==> src/rtl/sdram_pkg.sv <==
// Shared SDRAM command encoding, pin bundle type and per-command helpers.
package sdram_pkg;

  localparam logic [3:0] CMD_DESL   = 4'd0;
  localparam logic [3:0] CMD_NOP    = 4'd1;
  localparam logic [3:0] CMD_MRS    = 4'd2;
  localparam logic [3:0] CMD_ACT    = 4'd3;
  localparam logic [3:0] CMD_READ   = 4'd4;
  localparam logic [3:0] CMD_READA  = 4'd5;
  localparam logic [3:0] CMD_WRIT   = 4'd6;
  localparam logic [3:0] CMD_WRITA  = 4'd7;
  localparam logic [3:0] CMD_PRE    = 4'd8;
  localparam logic [3:0] CMD_PALL   = 4'd9;
  localparam logic [3:0] CMD_REF    = 4'd10;
  localparam logic [3:0] CMD_SELF   = 4'd11;
  localparam logic [3:0] CMD_SUP    = 4'd12;
  localparam logic [3:0] CMD_REC    = 4'd13;
  // Codes 14 and 15 carry no command and behave exactly like NOP.
  localparam logic [3:0] CMD_RSVD   = 4'd14;
  localparam logic [3:0] CMD_UNUSED = 4'd15;

  typedef struct packed {
    logic cke;
    logic cs_n;
    logic ras_n;
    logic cas_n;
    logic we_n;
  } sdram_pins_t;

  localparam sdram_pins_t PINS_NOP = '{cke: 1'b1, cs_n: 1'b0, ras_n: 1'b1, cas_n: 1'b1, we_n: 1'b1};
  localparam sdram_pins_t PINS_RST = '{cke: 1'b0, cs_n: 1'b1, ras_n: 1'b1, cas_n: 1'b1, we_n: 1'b1};

  // Control pin pattern for a legal accepted command.
  function automatic sdram_pins_t decode_pins(input logic [3:0] cmd);
    sdram_pins_t p;
    p = PINS_NOP;
    case (cmd)
      CMD_DESL:              begin p.cke = 1'b0; p.cs_n = 1'b1; end
      CMD_MRS:               begin p.ras_n = 1'b0; p.cas_n = 1'b0; p.we_n = 1'b0; end
      CMD_ACT:               p.ras_n = 1'b0;
      CMD_READ, CMD_READA:   p.cas_n = 1'b0;
      CMD_WRIT, CMD_WRITA:   begin p.cas_n = 1'b0; p.we_n = 1'b0; end
      CMD_PRE, CMD_PALL:     begin p.ras_n = 1'b0; p.we_n = 1'b0; end
      CMD_REF:               begin p.ras_n = 1'b0; p.cas_n = 1'b0; end
      CMD_SELF:              begin p.cke = 1'b0; p.ras_n = 1'b0; p.cas_n = 1'b0; end
      CMD_SUP:               p.cke = 1'b0;
      default:               ;
    endcase
    return p;
  endfunction

  // Minimum cycles from this command's accept to the next accept.
  function automatic int gap_of(input logic [3:0] cmd, input int t_rcd, input int t_rp,
                                input int t_rfc, input int t_mrd);
    int g;
    case (cmd)
      CMD_ACT:                                g = t_rcd;
      CMD_PRE, CMD_PALL, CMD_READA, CMD_WRITA: g = t_rp;
      CMD_REF:                                g = t_rfc;
      CMD_MRS:                                g = t_mrd;
      default:                                g = 1;
    endcase
    return g;
  endfunction

endpackage

==> src/rtl/sdram_bank_tracker.sv <==
// Per-bank open-row flags and command legality (bank state and low-power).
module sdram_bank_tracker import sdram_pkg::*; #(
  parameter int BA_W = 2
) (
  input  logic                  clk,
  input  logic                  rst,
  input  logic                  accept_i,
  input  logic [3:0]            cmd_i,
  input  logic [BA_W-1:0]       bank_i,
  input  logic                  lp_i,
  output logic                  legal_o,
  output logic [2**BA_W-1:0]    bank_open_o
);

  localparam int NBANK = 2**BA_W;

  logic [NBANK-1:0] open_q, open_d;

  // Legality: low-power only admits power-state commands; row commands need matching bank state.
  always_comb begin
    legal_o = 1'b1;
    if (lp_i) begin
      legal_o = (cmd_i == CMD_SELF) || (cmd_i == CMD_SUP) || (cmd_i == CMD_REC) ||
                (cmd_i == CMD_NOP)  || (cmd_i == CMD_RSVD) || (cmd_i == CMD_UNUSED);
    end else begin
      case (cmd_i)
        CMD_READ, CMD_READA, CMD_WRIT, CMD_WRITA: legal_o = open_q[bank_i];
        CMD_ACT:                                  legal_o = !open_q[bank_i];
        CMD_REF:                                  legal_o = (open_q == '0);
        default:                                  ;
      endcase
    end
  end

  // Open/close rows on legal accepts only.
  always_comb begin
    open_d = open_q;
    if (accept_i && legal_o) begin
      case (cmd_i)
        CMD_ACT:                       open_d[bank_i] = 1'b1;
        CMD_PRE, CMD_READA, CMD_WRITA: open_d[bank_i] = 1'b0;
        CMD_PALL:                      open_d = '0;
        default:                       ;
      endcase
    end
  end

  // Bank state register.
  always_ff @(posedge clk or posedge rst) begin
    if (rst) open_q <= '0;
    else     open_q <= open_d;
  end

  assign bank_open_o = open_q;

endmodule

==> src/rtl/sdram_cmd_sequencer.sv <==
// Registered SDRAM command issuer: handshake, gap counter, low-power state, pin registers.
module sdram_cmd_sequencer import sdram_pkg::*; #(
  parameter int ROW_W  = 12,
  parameter int COL_W  = 8,
  parameter int BA_W   = 2,
  parameter int DQM_W  = 2,
  parameter int AP_BIT = 10,
  parameter int T_RCD  = 2,
  parameter int T_RP   = 2,
  parameter int T_RFC  = 7,
  parameter int T_MRD  = 2
) (
  input  logic                      clk,
  input  logic                      rst,
  input  logic                      cmd_valid,
  output logic                      cmd_ready,
  input  logic [3:0]                cmd,
  input  logic [BA_W+ROW_W+COL_W-1:0] cmd_addr,
  input  logic [DQM_W-1:0]          cmd_be,
  input  logic [ROW_W-1:0]          mrs_val,
  output logic                      cke,
  output logic                      cs_n,
  output logic                      ras_n,
  output logic                      cas_n,
  output logic                      we_n,
  output logic [BA_W-1:0]           ba,
  output logic [ROW_W-1:0]          addr,
  output logic [DQM_W-1:0]          dqm,
  output logic [2**BA_W-1:0]        bank_open,
  output logic                      cmd_err
);

  localparam int GMAX12 = (T_RCD > T_RP) ? T_RCD : T_RP;
  localparam int GMAX34 = (T_RFC > T_MRD) ? T_RFC : T_MRD;
  localparam int GMAX   = (GMAX12 > GMAX34) ? GMAX12 : GMAX34;
  localparam int WAIT_W = ($clog2(GMAX) < 1) ? 1 : $clog2(GMAX);

  logic [BA_W-1:0]   bank;
  logic [ROW_W-1:0]  row;
  logic [COL_W-1:0]  col;
  logic              accept, legal;

  sdram_pins_t       pins_q, pins_d;
  logic [BA_W-1:0]   ba_q, ba_d;
  logic [ROW_W-1:0]  addr_q, addr_d;
  logic [DQM_W-1:0]  dqm_q, dqm_d;
  logic              err_q, err_d;
  logic [WAIT_W-1:0] wait_q, wait_d;
  logic              lp_q, lp_d;

  assign bank      = cmd_addr[BA_W+ROW_W+COL_W-1 -: BA_W];
  assign row       = cmd_addr[ROW_W+COL_W-1 -: ROW_W];
  assign col       = cmd_addr[COL_W-1:0];
  assign cmd_ready = (wait_q == '0) && !rst;
  assign accept    = cmd_valid && cmd_ready;

  sdram_bank_tracker #(.BA_W(BA_W)) u_banks (
    .clk         (clk),
    .rst         (rst),
    .accept_i    (accept),
    .cmd_i       (cmd),
    .bank_i      (bank),
    .lp_i        (lp_q),
    .legal_o     (legal),
    .bank_open_o (bank_open)
  );

  // Next pin image: idle NOP by default, decoded command on a legal accept, NOP+err otherwise.
  always_comb begin
    pins_d     = PINS_NOP;
    pins_d.cke = !lp_q;
    ba_d       = ba_q;
    addr_d     = addr_q;
    dqm_d      = '1;
    err_d      = 1'b0;
    lp_d       = lp_q;
    wait_d     = (wait_q != '0) ? wait_q - WAIT_W'(1) : '0;
    if (accept) begin
      if (!legal) begin
        err_d = 1'b1;
      end else begin
        pins_d = decode_pins(cmd);
        wait_d = WAIT_W'(gap_of(cmd, T_RCD, T_RP, T_RFC, T_MRD) - 1);
        case (cmd)
          CMD_ACT: begin
            ba_d = bank; addr_d = row; dqm_d = cmd_be;
          end
          CMD_READ, CMD_WRIT: begin
            ba_d = bank; addr_d = {{(ROW_W-COL_W){1'b0}}, col}; dqm_d = cmd_be;
          end
          CMD_READA, CMD_WRITA: begin
            ba_d = bank; addr_d = {{(ROW_W-COL_W){1'b0}}, col}; addr_d[AP_BIT] = 1'b1;
            dqm_d = cmd_be;
          end
          CMD_PRE: begin
            ba_d = bank; addr_d = '0;
          end
          CMD_PALL: begin
            ba_d = bank; addr_d = '0; addr_d[AP_BIT] = 1'b1;
          end
          CMD_MRS: begin
            ba_d = '0; addr_d = mrs_val;
          end
          CMD_REF:                               ba_d = '0;
          CMD_SELF, CMD_SUP:                     lp_d = 1'b1;
          CMD_NOP, CMD_REC, CMD_RSVD, CMD_UNUSED: lp_d = 1'b0;
          default:                               ;
        endcase
      end
    end
  end

  // Output, gap and low-power registers; reset drops everything immediately.
  always_ff @(posedge clk or posedge rst) begin
    if (rst) begin
      pins_q <= PINS_RST;
      ba_q   <= '0;
      addr_q <= '0;
      dqm_q  <= '1;
      err_q  <= 1'b0;
      wait_q <= '0;
      lp_q   <= 1'b0;
    end else begin
      pins_q <= pins_d;
      ba_q   <= ba_d;
      addr_q <= addr_d;
      dqm_q  <= dqm_d;
      err_q  <= err_d;
      wait_q <= wait_d;
      lp_q   <= lp_d;
    end
  end

  assign cke     = pins_q.cke;
  assign cs_n    = pins_q.cs_n;
  assign ras_n   = pins_q.ras_n;
  assign cas_n   = pins_q.cas_n;
  assign we_n    = pins_q.we_n;
  assign ba      = ba_q;
  assign addr    = addr_q;
  assign dqm     = dqm_q;
  assign cmd_err = err_q;

endmodule

==> config.mk <==
export PLATFORM = sky130hd
export DESIGN_NAME = sdram_cmd_sequencer
export DESIGN_NICKNAME = d
export VERILOG_FILES = /design/src/rtl/sdram_pkg.sv /design/src/rtl/sdram_bank_tracker.sv /design/src/rtl/sdram_cmd_sequencer.sv
export SDC_FILE = /design/constraint.sdc
export NUM_CORES = 1
export LEC_CHECK = 0
export BUFFER_PORTS_ARGS = -buffer_cell sky130_fd_sc_hd__buf_4
export CAP_MARGIN = 10
export CELL_PAD_IN_SITES_DETAIL_PLACEMENT = 0
export CELL_PAD_IN_SITES_GLOBAL_PLACEMENT = 1
export CORE_UTILIZATION = 40
export CTS_BUF_LIST = sky130_fd_sc_hd__clkbuf_2
export DETAILED_ROUTE_END_ITERATION = 7
export PLACE_DENSITY = 0.95
export SLEW_MARGIN = 20
export SYNTH_ARGS = -nofsm -noshare
export SYNTH_HDL_FRONTEND = slang
export SYNTH_HIERARCHICAL = 1
export SYNTH_SLANG_ARGS = --single-unit
==> constraint.sdc <==
create_clock -name clk -period 3.3 [get_ports clk]
set_input_delay 0.495 -clock clk [delete_from_list [all_inputs] [get_ports clk]]
set_output_delay 0.495 -clock clk [all_outputs]
set_load 0.05 [all_outputs]
## After elaboration in Yosys (flattened, before gate mapping)

Cells that the tools add are included.

- Flip-flop bits (word level): 30
- Output and inout port bits: 27

- Add/subtract/negate cells: 2
- Order comparisons: 2
- Equality and inequality tests: 15
- Mux-type cells: 28
- Bitwise gates (word level): 3
- Reduce and logical (&&, ||, !) cells: 38

Operators by type and width:

| cell | count |
|---|---|
| 12-bit case mux with 6 select lines | 1 |
| 4-bit == test, second input constant | 8 |
| 4-bit by 3-bit == test with 1-bit output, second input constant | 4 |
| 3-bit 2-to-1 mux | 5 |
| 7-bit OR reduction | 2 |
| 4-bit case mux with 3 select lines | 1 |
| 6-bit OR reduction | 2 |
| 1-bit 2-to-1 mux | 10 |
| 5-bit 2-to-1 mux | 2 |
| 5-bit OR reduction | 2 |
| 3-bit AND reduction | 3 |
| 4-bit by 2-bit == test with 1-bit output, second input constant | 2 |
| 4-bit logical NOT | 2 |
| 2-bit OR reduction | 4 |
| 4-bit OR reduction | 2 |
| 2-bit 2-to-1 mux | 3 |
| 3-bit case mux with 2 select lines | 1 |
| 3-bit nonzero test | 2 |
| 6-bit nonzero test | 1 |
| 3-bit OR reduction | 2 |
| 1-bit logical OR | 5 |
| 4-bit bitwise AND | 1 |
| 4-bit by 1-bit == test with 1-bit output, second input constant | 1 |
| 1-bit logical AND | 4 |
| other kinds (15) | 18 |

## Logic depth before layout (Yosys ltp)

- Word-level depth: 12
- Gate-level depth with buffers: 9
- Depth with buffers taken out: 8

## Hierarchy

The synthesis kept the hierarchy.

Modules (own cells, without submodules):

| module | instances | cells each | area each (µm²) | seq. area each (µm²) |
|---|---|---|---|---|
| sdram_cmd_sequencer | 1 | 160 | 1,480.2 | 658.1 |
| sdram_bank_tracker | 1 | 40 | 354.1 | 100.1 |

## Worst setup path after synthesis

Ideal clock, no wire load.

- Path kind: register to register
- Start point: register u_banks.open_q[3], in the netlist u_banks/bank_open_o[3]
- End point: register addr_q[11], in the netlist addr[11]
- Arrival: 2.396 ns
- Setup slack: 0.779 ns
- Cell stages (with the launch flop): 9
- Path buffers: 1
- Clock period less this slack: 2.521 ns
- Cells stage by stage: dfrtp_1 > mux4_2 > o2bb2ai_2 > a31oi_4 > a21o_2 > nand4b_4 > nor3_4 > buf_2 > a21oi_1

- Cells in the longest elaborated chain, start to end: 6

Ends and longest elaborated chain:

| element | line | source |
|---|---|---|
| from (decl) | sdram_bank_tracker.sv:17 | `logic [NBANK-1:0] open_q, open_d;` |
| from (signal assigned) | sdram_bank_tracker.sv:51 | `else open_q <= open_d;` |
| 1-bit binary-select mux with 2-bit select | sdram_bank_tracker.sv:27, sdram_bank_tracker.sv:28 |  |
| 1-bit 2-to-1 mux (not written as such) | sdram_bank_tracker.sv:27, sdram_bank_tracker.sv:28 |  |
| 1-bit logical NOT | sdram_bank_tracker.sv:28 | `CMD_ACT: legal_o = !open_q[bank_i];` |
| 1-bit case mux with 3 select lines * | sdram_bank_tracker.sv:26 | `case (cmd_i)` |
| 1-bit 2-to-1 mux * | sdram_bank_tracker.sv:22 | `if (lp_i) begin` |
| net legal | sdram_cmd_sequencer.sv:41 | `logic accept, legal;` |
| 3-bit AND reduction (no source line) * | - |  |
| to (signal assigned) | sdram_cmd_sequencer.sv:126 | `addr_q <= addr_d;` |
| to (decl) | sdram_cmd_sequencer.sv:45 | `logic [ROW_W-1:0] addr_q, addr_d;` |

The timed path passes the listed nets; every way through them passes the cells marked *. The select of a mux whose other input is x is not followed.
A chain may end at the register's enable or synchronous reset.

## Worst setup path in the final report

- Start point: register u_banks.open_q[1], in the netlist u_banks/bank_open_o[1]
- End point: register addr_q[10], in the netlist addr[10]

The elaborated chain is that of the path after synthesis.

==> flow_summary.json <==
{
  "synth_top_area_share_pct": 32.7,
  "synth_nets": 245,
  "antenna_left": 0,
  "hpwlAfterDp_um": 3110,
  "drt-initial-drc-count": 108,
  "syn2layout_area_growth_pct": 31.0,
  "synth_warnings": 6,
  "drc": 0,
  "netlist.top_cell.by_area": "dfrtp_1",
  "p_int_uw": 901,
  "insertedDiodeCount": 0,
  "synth_compound_area_share_pct": 28.2,
  "crit_fanout": 24,
  "dpl_cell_area_sq_mm": 0.00236,
  "grt_max_degree": 41,
  "clockBufferDepth": 2,
  "fill_cells": 407,
  "grt_overflow_total": 0,
  "post_cts_resized": 0,
  "cp.required_ps": 3580,
  "synthXorXnorAreaFrac_pct": 0.477,
  "ios": 70,
  "power_switching_uw": 911,
  "mappedNetlistArea_sq_mm": 0.00183,
  "clock-sinks": 30,
  "top_usage_layer": "met2",
  "syn_inst": 200,
  "synth_flop_cell": "dfrtp_1",
  "clock_latency_ps": 350,
  "drive_gt1_share_pct": 34.3,
  "cp-end-kind": "flop",
  "seqPwrFrac_pct": 32.7,
  "synthMuxAreaShare_pct": 2.32,
  "rsz0062_at_grt": "no",
  "use_met2_pct": 32.0,
  "grt_first_pass_wirelength_um": 7560,
  "cp-start-kind": "flop",
  "tightest_slew_ps": 1020,
  "ys_ff_latch": 30,
  "dieHeight_um": 69.7,
  "synth_simple_gate_area_share_pct": 20.3,
  "finalWirelength_um": 4380,
  "start_util_pct": 41.8,
  "cts_root_buffer": "clkbuf_2",
  "power.leakage_uw": 0.00110,
  "nets": 312,
  "cts_hold_repair.buffers": 0,
  "gp_congestion": 0.848,
  "vias_per_cell": 5.43,
  "cts_tree": "done",
  "clkPwrFrac_pct": 9.5,
  "yosysUniqueCellTypes": 41,
  "post-route-period-util_pct": 74.4,
  "hold_viol_final": 0,
  "final_cell_area_sq_mm": 0.00240,
  "synthArstFlopShare_pct": 100,
  "h-tree-depth": 2,
  "syn_area_per_cell_sq_um": 9.17,
  "synth_top_family_by_area": "compound AO/OA/AOI/OAI gates",
  "hold_class": "in2async",
  "synth_edf_count": 0,
  "dieWidth_um": 69.7,
  "ys_seq_area_share_pct": 41.3,
  "power.density_mw_per_mm2": 754,
  "synth_area_leaders": "dfrtp_1, dfstp_2, a21oi_1, nor2b_1, o21ai_0",
  "crit_type": "reg2reg",
  "setup_tns_ps": 0,
  "arrival_ps": 2740,
  "slew-limit-headroom_pct": 31.9,
  "vias": 1736,
  "grt_use_met3_pct": 4.94,
  "port_buffers": 69,
  "synth_fa_ha_area_share_pct": 1.36,
  "ir_drop_mv": 0.575,
  "swShare_pct": 50.3,
  "wire_per_inst_um": 13.7,
  "grt_antenna_before_repair": 0,
  "drv_slew": 0,
  "fin_skew_ps": 6.64,
  "grt_pass1_vias": 1642,
  "p_comb_share_pct": 57.8,
  "numCtsBuffers": 5,
  "rows": 24,
  "first_pass_iters": 4,
  "core-area_sq_mm": 0.00438,
  "cap_violations": 0,
  "status": "complete, no violations",
  "grt_usage_pct": 19.3,
  "max_freq_mhz": 407,
  "clk_pin_slew_ps": 140,
  "use_met1_pct": 25.0,
  "min_period_ps": 2460,
  "cts_setup_buffers": 0,
  "die_area_sq_mm": 0.00486,
  "setup_viol": 0
}
==> power by group through the flow <==
stage | sequential (uW) | clock [uW] | combinational [uW]
after global placement | 596 | 0 | 1040
after global routing | 609 | 201 | 1120
after detailed placement | 598 | 0 | 1060
after CTS | 591 | 180 | 1060
final | 592 | 172 | 1050
after floorplan | 1020 | 0 | 305
==> metrics by stage <==
| stage | setup WS, ps | std cells | power, uW | hold WS (ps) | utilization [%] |
|---|---|---|---|---|---|
| after floorplan | 779 | 200 | 1330 | 261 | - |
| after global placement | 674 | 312 | 1640 | 425 | 53.9 |
| after detailed placement | 628 | 312 | 1650 | 430 | 53.9 |
| after CTS | 837 | 320 | 1830 | 30.1 | 54.8 |
| after global routing | 624 | 320 | 1930 | 16.8 | 54.8 |
| final | 844 | 320 | 1810 | 46.5 | 54.8 |
==> final timing paths <==
check                                             from                endpoint  slack (ps)  depth (start not counted)
worst max-delay path            u_banks/bank_open_o[1]                addr[10]         840                          9
worst min-delay path                               rst  u_banks/bank_open_o[1]          50                          2
worst max register to register  u_banks/bank_open_o[1]                addr[10]         840                          9
worst min register to register               wait_q[0]               wait_q[0]         510                          1
max in group asynchronous                          rst                 addr[0]        2330                          2
min in group clk                             cmd_be[0]                  dqm[0]         330                          2
==> cell usage after synthesis, drive strengths merged, types with 2 or more instances <==
library cell  number
a21o               2
a21oi             20
a22oi              8
a2bb2oi            9
a31oi              6
a32oi              3
a41oi              4
and2               2
buf               11
dfrtp             24
dfstp              6
ha                 2
inv               11
mux2i              2
nand2              8
nand2b             7
nand3              2
nor2              21
nor2b             13
nor3               6
nor3b              3
o21ai             16
or3                2
==> cell type report <==
cell class,instances,area (sq um),area share [%]
Tap cell,52,65.1,2.71
Timing Repair Buffer,71,533,22.2
Sequential cell,30,758,31.6
Multi-Input combinational cell,148,966,40.2
Inverter,11,41.3,1.72
Clock buffer,6,30.0,1.25
Clock inverter,2,8.76,0.365
==> flip-flops by register name, summed over array words and instances (netlist names) <==
register and flops:
ba 2, addr 12, cas_n 1, ras_n 1, u_banks/bank_open_o 4, cs_n 1
cke 1, cmd_err 1, lp_q 1, dqm 2, we_n 1, wait_q 3
==> critical path, cell delays in order (launching register included) <==
cell,delay [ps]
dfrtp_1,450
mux4_2,520
o2bb2ai_2,160
a31oi_4,260
a21o_2,160
nand4b_4,190
nor3_4,210
buf_4,260
nor2_1,60
a31oi_1,120
==> metal layers <==
metal  share of wire, %  wire, um  vias to the layer above
li1                   -         -                      862
met1                 44      1930                      822
met2                 49      2150                       50
met3                6.3       277                        2
met4               0.55        24                        0
met5                  0         0                        -
==> cells by family (layout without fill, tap and decap cells) <==
| group | count (synthesis) | in the layout |
|---|---|---|
| simple gates | 67 | 67 |
| compound gates | 75 | 75 |
| buf+inv | 22 | 90 |
| flops | 30 | 30 |
| mux | 3 | 3 |
| xor+xnor | 1 | 1 |
| fa+ha+maj | 2 | 2 |
==> cell usage in the layout, fill, tap and decap left out, types with 2 or more instances in the layout <==
master and n:
buf_4 71, dfrtp_1 24, nor2_1 21, a21oi_1 20
o21ai_0 16, nor2b_1 13, inv_1 11, a2bb2oi_1 9
a22oi_1 8, nand2_1 8, nand2b_1 7, dfstp_2 6
clkbuf_2 6, nor3_1 5, a31oi_1 5, a41oi_1 4
nor3b_1 3, a32oi_1 3, nand3_1 2, or3_1 2
mux2i_1 2, ha_1 2
Power figures use the tool's default switching activity.
